File: src/rtl/apple2_kbd_pkg.sv
// Shared types and default timing for the Apple II keyboard buffer.
package apple2_kbd_pkg;

  typedef enum logic [1:0] {
    RPT_IDLE   = 2'd0,
    RPT_DELAY  = 2'd1,
    RPT_REPEAT = 2'd2
  } rpt_state_t;

  localparam int DEF_DEPTH         = 8;
  localparam int DEF_DATA_W        = 7;
  localparam int DEF_TICK_DIV      = 14318;
  localparam int DEF_REPEAT_DELAY  = 534;
  localparam int DEF_REPEAT_PERIOD = 67;

endpackage

File: src/rtl/key_fifo.sv
// Small synchronous FIFO for translated keycodes; head is visible combinationally.
module key_fifo #(
  parameter int DEPTH  = 8,
  parameter int DATA_W = 7
) (
  input  logic                     clk,
  input  logic                     reset,
  input  logic                     push,
  input  logic                     pop,
  input  logic [DATA_W-1:0]        din,
  output logic [DATA_W-1:0]        dout,
  output logic [$clog2(DEPTH):0]   count,
  output logic                     full,
  output logic                     empty
);

  localparam int AW = $clog2(DEPTH);
  localparam int CW = AW + 1;

  logic [DATA_W-1:0] mem [DEPTH];
  logic [AW-1:0]     rd_ptr;
  logic [AW-1:0]     wr_ptr;
  logic              do_push;
  logic              do_pop;

  // Occupancy comes from count so a full FIFO is never mistaken for empty.
  assign full    = (count == CW'(DEPTH));
  assign empty   = (count == '0);
  assign do_push = push && !full;
  assign do_pop  = pop && !empty;
  assign dout    = mem[rd_ptr];

  always_ff @(posedge clk) begin
    if (do_push) begin
      mem[wr_ptr] <= din;
    end
  end

  always_ff @(posedge clk) begin
    if (reset) begin
      rd_ptr <= '0;
      wr_ptr <= '0;
      count  <= '0;
    end else begin
      if (do_push) begin
        wr_ptr <= wr_ptr + 1'b1;
      end
      if (do_pop) begin
        rd_ptr <= rd_ptr + 1'b1;
      end
      case ({do_push, do_pop})
        2'b10:   count <= count + 1'b1;
        2'b01:   count <= count - 1'b1;
        default: count <= count;
      endcase
    end
  end

endmodule

File: src/rtl/key_buffer.sv
// Keystroke queue with typematic repeat, presenting $C000/$C010 strobe semantics.
// state      | meaning
// RPT_IDLE   | no key held, or waiting for a press edge
// RPT_DELAY  | key held, counting ms until the first repeat
// RPT_REPEAT | key held, pushing the code every repeat period
module key_buffer
  import apple2_kbd_pkg::*;
#(
  parameter int DEPTH         = DEF_DEPTH,
  parameter int DATA_W        = DEF_DATA_W,
  parameter int TICK_DIV      = DEF_TICK_DIV,
  parameter int REPEAT_DELAY  = DEF_REPEAT_DELAY,
  parameter int REPEAT_PERIOD = DEF_REPEAT_PERIOD
) (
  input  logic                   Clock_14Mhz,
  input  logic                   reset,
  input  logic                   key_down,
  input  logic [DATA_W-1:0]      ascii_in,
  input  logic                   clear_strobe,
  output logic [7:0]             kbd_data,
  output logic                   any_key_down,
  output logic [$clog2(DEPTH):0] fifo_count,
  output logic                   overflow
);

  localparam int PRESC_W = (TICK_DIV > 1) ? $clog2(TICK_DIV) : 1;
  localparam int MS_MAX  = (REPEAT_DELAY > REPEAT_PERIOD) ? REPEAT_DELAY : REPEAT_PERIOD;
  localparam int MS_W    = $clog2(MS_MAX + 1);

  rpt_state_t         state;
  logic [PRESC_W-1:0] presc;
  logic [MS_W-1:0]    ms_cnt;
  logic [DATA_W-1:0]  ascii_q;
  logic [DATA_W-1:0]  kbd_ascii;
  logic               strobe;

  logic               press_edge;
  logic               tick;
  logic               rpt_fire;
  logic               push;
  logic               pop;
  logic [DATA_W-1:0]  fifo_dout;
  logic               fifo_full;
  logic               fifo_empty;

  // A code change while the key stays down is a rollover and counts as a new press.
  assign press_edge = key_down && (!any_key_down || (ascii_in != ascii_q));
  assign tick       = (presc == PRESC_W'(TICK_DIV - 1));

  always_comb begin
    rpt_fire = 1'b0;
    if (key_down && tick) begin
      case (state)
        RPT_DELAY:  rpt_fire = (ms_cnt == MS_W'(REPEAT_DELAY - 1));
        RPT_REPEAT: rpt_fire = (ms_cnt == MS_W'(REPEAT_PERIOD - 1));
        default:    rpt_fire = 1'b0;
      endcase
    end
  end

  assign push = press_edge || rpt_fire;
  assign pop  = !strobe && !fifo_empty;

  key_fifo #(
    .DEPTH  (DEPTH),
    .DATA_W (DATA_W)
  ) u_fifo (
    .clk   (Clock_14Mhz),
    .reset (reset),
    .push  (push),
    .pop   (pop),
    .din   (ascii_in),
    .dout  (fifo_dout),
    .count (fifo_count),
    .full  (fifo_full),
    .empty (fifo_empty)
  );

  always_ff @(posedge Clock_14Mhz) begin
    if (reset) begin
      any_key_down <= 1'b0;
      ascii_q      <= '0;
    end else begin
      any_key_down <= key_down;
      ascii_q      <= ascii_in;
    end
  end

  // The prescaler only runs while a key is held so the first repeat lands a fixed time after the press.
  always_ff @(posedge Clock_14Mhz) begin
    if (reset || !key_down) begin
      state  <= RPT_IDLE;
      presc  <= '0;
      ms_cnt <= '0;
    end else if (press_edge) begin
      state  <= RPT_DELAY;
      presc  <= '0;
      ms_cnt <= '0;
    end else begin
      case (state)
        RPT_DELAY, RPT_REPEAT: begin
          presc <= tick ? '0 : presc + 1'b1;
          if (tick) begin
            if (rpt_fire) begin
              state  <= RPT_REPEAT;
              ms_cnt <= '0;
            end else begin
              ms_cnt <= ms_cnt + 1'b1;
            end
          end
        end
        default: begin
          state  <= RPT_IDLE;
          presc  <= '0;
          ms_cnt <= '0;
        end
      endcase
    end
  end

  always_ff @(posedge Clock_14Mhz) begin
    if (reset) begin
      strobe    <= 1'b0;
      kbd_ascii <= '0;
    end else if (pop) begin
      strobe    <= 1'b1;
      kbd_ascii <= fifo_dout;
    end else if (clear_strobe) begin
      strobe    <= 1'b0;
    end
  end

  // A push into a full FIFO is lost even when a pop frees a slot in the same cycle.
  always_ff @(posedge Clock_14Mhz) begin
    if (reset) begin
      overflow <= 1'b0;
    end else if (push && fifo_full) begin
      overflow <= 1'b1;
    end
  end

  assign kbd_data = {strobe, 7'(kbd_ascii)};

endmodule

File: config.mk
export PLATFORM = sky130hd
export DESIGN_NAME = key_buffer
export DESIGN_NICKNAME = d
export VERILOG_FILES = /design/src/rtl/apple2_kbd_pkg.sv /design/src/rtl/key_fifo.sv /design/src/rtl/key_buffer.sv
export SDC_FILE = /design/constraint.sdc
export NUM_CORES = 1
export LEC_CHECK = 0
export CAP_MARGIN = 5
export CORE_AREA = 2 2 100 126
export CTS_CLUSTER_SIZE = 14
export DETAILED_ROUTE_END_ITERATION = 10
export DIE_AREA = 0 0 102 128
export DONT_BUFFER_PORTS = 1
export GPL_TIMING_DRIVEN = 0
export PLACE_DENSITY = 0.53
export SETUP_SLACK_MARGIN = 0.05
export SLEW_MARGIN = 25
export SYNTH_ARGS = -nofsm -noshare
export SYNTH_HDL_FRONTEND = slang
export SYNTH_SLANG_ARGS = --single-unit
export TNS_END_PERCENT = 20
File: constraint.sdc
create_clock -name Clock_14Mhz -period 3.75 [get_ports Clock_14Mhz]
set_input_delay 0.5625 -clock Clock_14Mhz [delete_from_list [all_inputs] [get_ports Clock_14Mhz]]
set_output_delay 0.5625 -clock Clock_14Mhz [all_outputs]
set_load 0.03 [all_outputs]
==> impl_results.md, run 1 <==
- Cell accounting for the most synthesized area: edfxtp_1
- Final WL: 8510 microns
- Crit path max fanout: 10
- Flop and latch count out of synthesis: 109
- Slowest-stage cell, CP: nor4_1
- Finished Layout Cells: 543
- Slew @ Worst Pin: 1020 ps
- Peak supply drop: 0.251 mV
- Drt pass-1 iters: 4
- Initial antenna violation count: 0
- Cell variety after synth: 51
- Minimum clock period after layout: 3270 ps
- Area Overhead vs Synth: 10.6%
- Mapped Cells: 363
- CTS root buffer: clkbuf_16
- Largest net degree at the start of global routing: 19
- Die Y: 128 microns
- Synth top cells by count: 56 x edfxtp_1, 53 x dfxtp_1, 36 x nor2_1
- Max incr delay on CP: 870 ps
- F_max: 306 MHz
- Grt ovf: 0
- Worst Hold Margin: 304 ps
- RD Place Congestion: 0.788
- Port buffer count: 0
- Final worst-path cycle share: 87.1%
- Worst path bufs/invs: 2
- Clk slew on worst S/H paths: 70 ps
- Core Rows: 45
- Status: finished, final reports clean
- CTS tree: done
- N_diodes: 0
- Hold-critical path depth: 0
- Metal-1 WL: 3620 microns
- Max Buffers Root-to-Sink: 2
- Startpoint types: flop
- Fin Setup TNS: 0 ps
- Layout net count: 394
- Final WS setup: 484 ps
- Top-count cell post-synth: edfxtp_1
- Ys async rst share: 0%
- Top FF cell, synth: edfxtp_1
- Final setup fails: 0
- Htree depth: 3
- Total CTS buffers: 9
- Post-Synthesis Cell Area: 4610 sq um
- Post-synth EDFFs: 56
- Max-cap viol count: 0
- Met3 routed WL: 321 microns
- Delay-heaviest family, CP: simple AND/OR/NAND/NOR gates
- Vias: 2,709
- Slew Limit Fails: 0
- Sequential share of the synthesized area: 59.5%
- Hold Fails Final Rpt: 0
- Die W: 102 microns
- Worst r2r path cells: 13
- Remaining antenna violation count after routing: 0
- P_leak: 0.00169 uW
- Avg Inst Size Synth: 12.7 sq um
- PD cells: 580 nW/um^2
- Syn Nets: 383
- All-Layer GR Usage: 14.3%
- Largest cells by area after synthesis: edfxtp_1 36%, dfxtp_1 23%, mux4_2 6.8%
- CTS-repair resized insts: 0
- Setup bufs post-CTS: 0
- RSZ-0062 raised after global routing: no
- Kind of critical path: flop to flop
- Layout Skew: 8.61 ps
- Post-Route Utilization: 42.7%
- First-pass GRT wire length: 14,000 microns
- # DRC: 0
- Worst hold path type: primary input to flop
- Die ar.: 13,100 sq um
- WL met2: 4420 microns
- Relative slew slack: 31.6%
- Hpwl dp: 5940 microns
- Layout cells sized above 1: 11.6%
- Fill cells: 1,134
- Req. time, crit path: 4020 ps
- Dpl ws: 262 ps
- Most used cell, CP: xor2_1
- Syn. warnings: 0
- Clock latency on the worst-skew pair: 350 ps
- Placed Instances: 527
- Hold Buf Count CTS: 0
- # IOs: 25
- Vias in the first global route: 2,690
- Initial drt markers: 121
- CTS Sinks: 109
- Via density: 4.99
- Worst Path Arrival: 3540 ps
- Yosys top cell area share: 36.5%
- Cells along the critical path: xor2_1, nor4_1, nand2_1, o2bb2ai_1, buf_2, inv_1, ha_1, xor2_1, ha_1, a21oi_1, xor2_1, or3_1, a21oi_1
- Top Layer Used: met4
- CORE AREA: 11,900 sq um
- Starting density of the core: 38.6%
- Worst setup EP type: flop
- WL/cell: 15.7 microns
- Critical path depth: 13
## cell type report
type                       count  area, sq um  area share [%]
buffer                        16         70.1            1.37
clock buffer                   9          225            4.42
clock inverter                 7         51.3            1.01
inverter                       8         30.0           0.589
multi-input combinational    230         1770            34.8
sequential                   109         2740            53.8
tap                          164          205            4.02
## state kept, by name (all words and copies together), names as in the netlist, 2 cells and up
signal	flops
presc	14
state	2
u_fifo.mem	56
kbd_ascii	7
u_fifo.count	4
u_fifo.rd_ptr	3
u_fifo.wr_ptr	3
ascii_q	7
ms_cnt	10
## worst register-to-register path, delay by kind of cell (launching register included)
kind	cells	cell delay, ps
and+or+nand+nor	3	1330
xor gates and xnor gates	3	490
adders and majority gates	2	420
AOI/OAI and AO/OA	3	380
DFF	1	310
buffers and inverters	2	280
## where the power goes
group	total, uW	internal (uW)	switching, uW
logic	574	276	299
clock network	886	453	433
registers	1500	1350	148
total	2960	2080	880
## cell usage in the layout, fill, tap and decap left out, drive strengths merged, types with 8 or more instances in the layout
| cell type | instances |
|---|---|
| dfxtp | 53 |
| nand3 | 13 |
| a21oi | 15 |
| mux4 | 14 |
| edfxtp | 56 |
| nor2b | 12 |
| a211oi | 8 |
| inv | 9 |
| clkbuf | 18 |
| xor2 | 18 |
| nand2 | 18 |
| mux2i | 10 |
| nor2 | 36 |
| ha | 9 |
## kinds of logic after synthesis
family / after synthesis / share of synthesized area (%)
xor gates and xnor gates: 25 / 4.75
AOI/OAI and AO/OA: 40 / 5.73
buffers and inverters: 24 / 2.17
and+or+nand+nor: 130 / 15.9
adders and majority gates: 9 / 2.44
muxes: 26 / 9.50
DFF: 109 / 59.5
## metrics by stage
step	power, uW	cell area, sq um
global placement	2100	4820
finish	2960	5100
detailed placement	2110	4820
CTS	3000	5100
global route	3120	5100
floorplan	1990	4610
## worst paths after layout
check	from	to	slack, ps
max	ascii_q[5]	u_fifo.count[2]	480
min	ascii_in[6]	u_fifo.mem[6][6]	300
max reg2reg	ascii_q[5]	u_fifo.count[2]	480
min reg2reg	ms_cnt[5]	ms_cnt[5]	490
## routing by layer
layer	up-vias	track usage, %
met5	-	0
met1	1300	17.2
met2	39	24.2
met3	9	3.65
li1	1361	-
met4	0	6.12
Power figures use the tool's default switching activity.
==> run 2, diff against run 1 <==
--- a/config.mk
+++ b/config.mk
@@ -10,9 +10,8 @@
 export CTS_CLUSTER_SIZE = 14
 export DETAILED_ROUTE_END_ITERATION = 10
 export DIE_AREA = 0 0 102 128
-export DONT_BUFFER_PORTS = 1
 export GPL_TIMING_DRIVEN = 0
-export PLACE_DENSITY = 0.53
+export PLACE_DENSITY = 0.56
 export SETUP_SLACK_MARGIN = 0.05
 export SLEW_MARGIN = 25
 export SYNTH_ARGS = -nofsm -noshare
==> run 2 against run 1 <==
- register-to-register slack better by 20 ps
- non-clock buffer count is 25 higher
- critical path depth is 1 higher
- final cell count is 4.6% higher
- total power is 8.3% higher
- combinational power is 34% higher
- global-route usage hardly changed
- routed wire length is 1.1% higher
==> impl_results.md, run 2 (same netlist as run 1, synthesis figures left out) <==
- Status: finished, final reports clean
- Overall power: 3200 uW
- Total CTS buffers: 9
- PD cells: 592 nW/um^2
- Commonest non-fill, non-tap cell in the layout: edfxtp_1
- Relative slew slack: 58.4%
- Starting density of the core: 38.6%
- Vias: 2,849
- WL/cell: 15.1 microns
- Die ar.: 13,100 sq um
- Req. time, crit path: 4020 ps
- Placed Instances: 552
- Crit path max fanout: 10
- Worst hold path type: flop to flop
- Port buffer count: 24
- Max reg flops: 56
- Largest net degree at the start of global routing: 18
- All-Layer GR Usage: 14.3%
- Final WS setup: 338 ps
- Htree depth: 3
- Clk slew on worst S/H paths: 70 ps
- # DRC: 0
- Worst setup EP type: flop
- Hold Buf Count CTS: 0
- Initial antenna violation count: 0
- Clock latency on the worst-skew pair: 350 ps
- Layout Skew: 6.79 ps
- Vias in the first global route: 2,736
- Layout cells sized above 1: 11.4%
- Startpoint types: primary input
- P_leak: 0.00181 uW
- Via density: 5.02
- Final WL: 8610 microns
- Worst Hold Margin: 496 ps
- Worst Path Arrival: 3690 ps
- Area Overhead vs Synth: 17.3%
- CTS Sinks: 109
- Core Rows: 45
- Biggest register: u_fifo.mem
- Remaining antenna violation count after routing: 0
- Slew @ Worst Pin: 624 ps
- RD Place Congestion: 0.753
- F_max: 293 MHz
- Layout net count: 419
- Hold Fails Final Rpt: 0
- Die Y: 128 microns
- First-pass GRT wire length: 14,000 microns
- Max-cap viol count: 0
- Minimum clock period after layout: 3410 ps
- Finished Layout Cells: 568
- Max Buffers Root-to-Sink: 2
- Drt pass-1 iters: 4
- Slew Limit Fails: 0
- Finished Cell Area: 5410 sq um
- Dpl ws: -424 ps
- Reg area: 2740 sq um
- Peak supply drop: 0.208 mV
- CTS tree: done
- Initial drt markers: 117
- CTS root buffer: clkbuf_16
- RSZ-0062 raised after global routing: no
- Fill cells: 1,134
- CORE AREA: 11,900 sq um
- # IOs: 25
- Kind of critical path: primary input to flop
- N_diodes: 0
- Die W: 102 microns
- Hpwl dp: 6140 microns
- Final setup fails: 0
- Placed inst area: 5070 sq um
- Grt ovf: 0
- Setup bufs post-CTS: 0
- Footprint of the multi-input gates: 1790 sq um
- Final worst-path cycle share: 91.0%
- Most frequent cells in the layout: 56 x edfxtp_1, 53 x dfxtp_1, 36 x nor2_1
- Top Registers: u_fifo.mem x56, presc x14, ms_cnt x10
==> run 2: worst paths after layout <==
kind,start,slack [ps],cells past startpoint,to
setup / recovery,ascii_in[5],340,14,u_fifo.count[2]
hold reg to reg,kbd_ascii[4],500,2,kbd_ascii[4]
setup reg to reg,state[0],500,15,u_fifo.count[2]
hold / removal,kbd_ascii[4],500,2,kbd_ascii[4]
==> run 2: per-stage QoR <==
| stage | TNS, ps | utilization (%) |
|---|---|---|
| after floorplan | 0 | - |
| after global placement | -1150 | 42.4 |
| after detailed placement | -661 | 42.5 |
| after CTS | 0 | 45.3 |
| after global routing | 0 | 45.3 |
| final | 0 | 45.3 |
==> run 2: what timing repair did <==
| action | in CTS | in global routing |
|---|---|---|
| setup endpoints to repair | 1 | 1 |
| resized for setup | 1 | 1 |
| pin swaps | 0 | 0 |
==> run 2: critical path, stage by stage <==
cell	delay (ps)
clkdlybuf4s50_1	690
xor2_1	180
nor4_4	470
nand2_1	120
o2bb2ai_1	170
buf_2	200
inv_1	90
ha_1	240
xor2_1	170
ha_1	160
a21oi_1	40
xor2_1	150
or3_1	310
a21oi_1	140
==> run 2: area by class of cell <==
cell class / count / area share, %
plain buffers: 16 / 1.30
clock inverters: 6 / 1.60
inverters: 8 / 0.555
well taps: 164 / 3.79
multi-input cells: 230 / 33.1
repair buffers: 25 / 4.58
flip-flops and latches: 109 / 50.7
clock buffers: 10 / 4.42
==> run 2: where the power goes <==
part	switching, uW	internal, uW	leakage [uW]
Combinational	411	357	0.000712
Sequential	66.1	1350	0.000941
Clock	419	602	0.000158
Total	896	2310	0.00181
==> run 2: routing by layer <==
layer  routed length [microns]  global-route usage (%)  part of all wire (%)
met3                       211                    3.11                   2.5
met1                      3750                    17.2                    44
met2                      4470                    24.5                    52
met5                         0                       0                     0
met4                       175                    6.43                   2.0
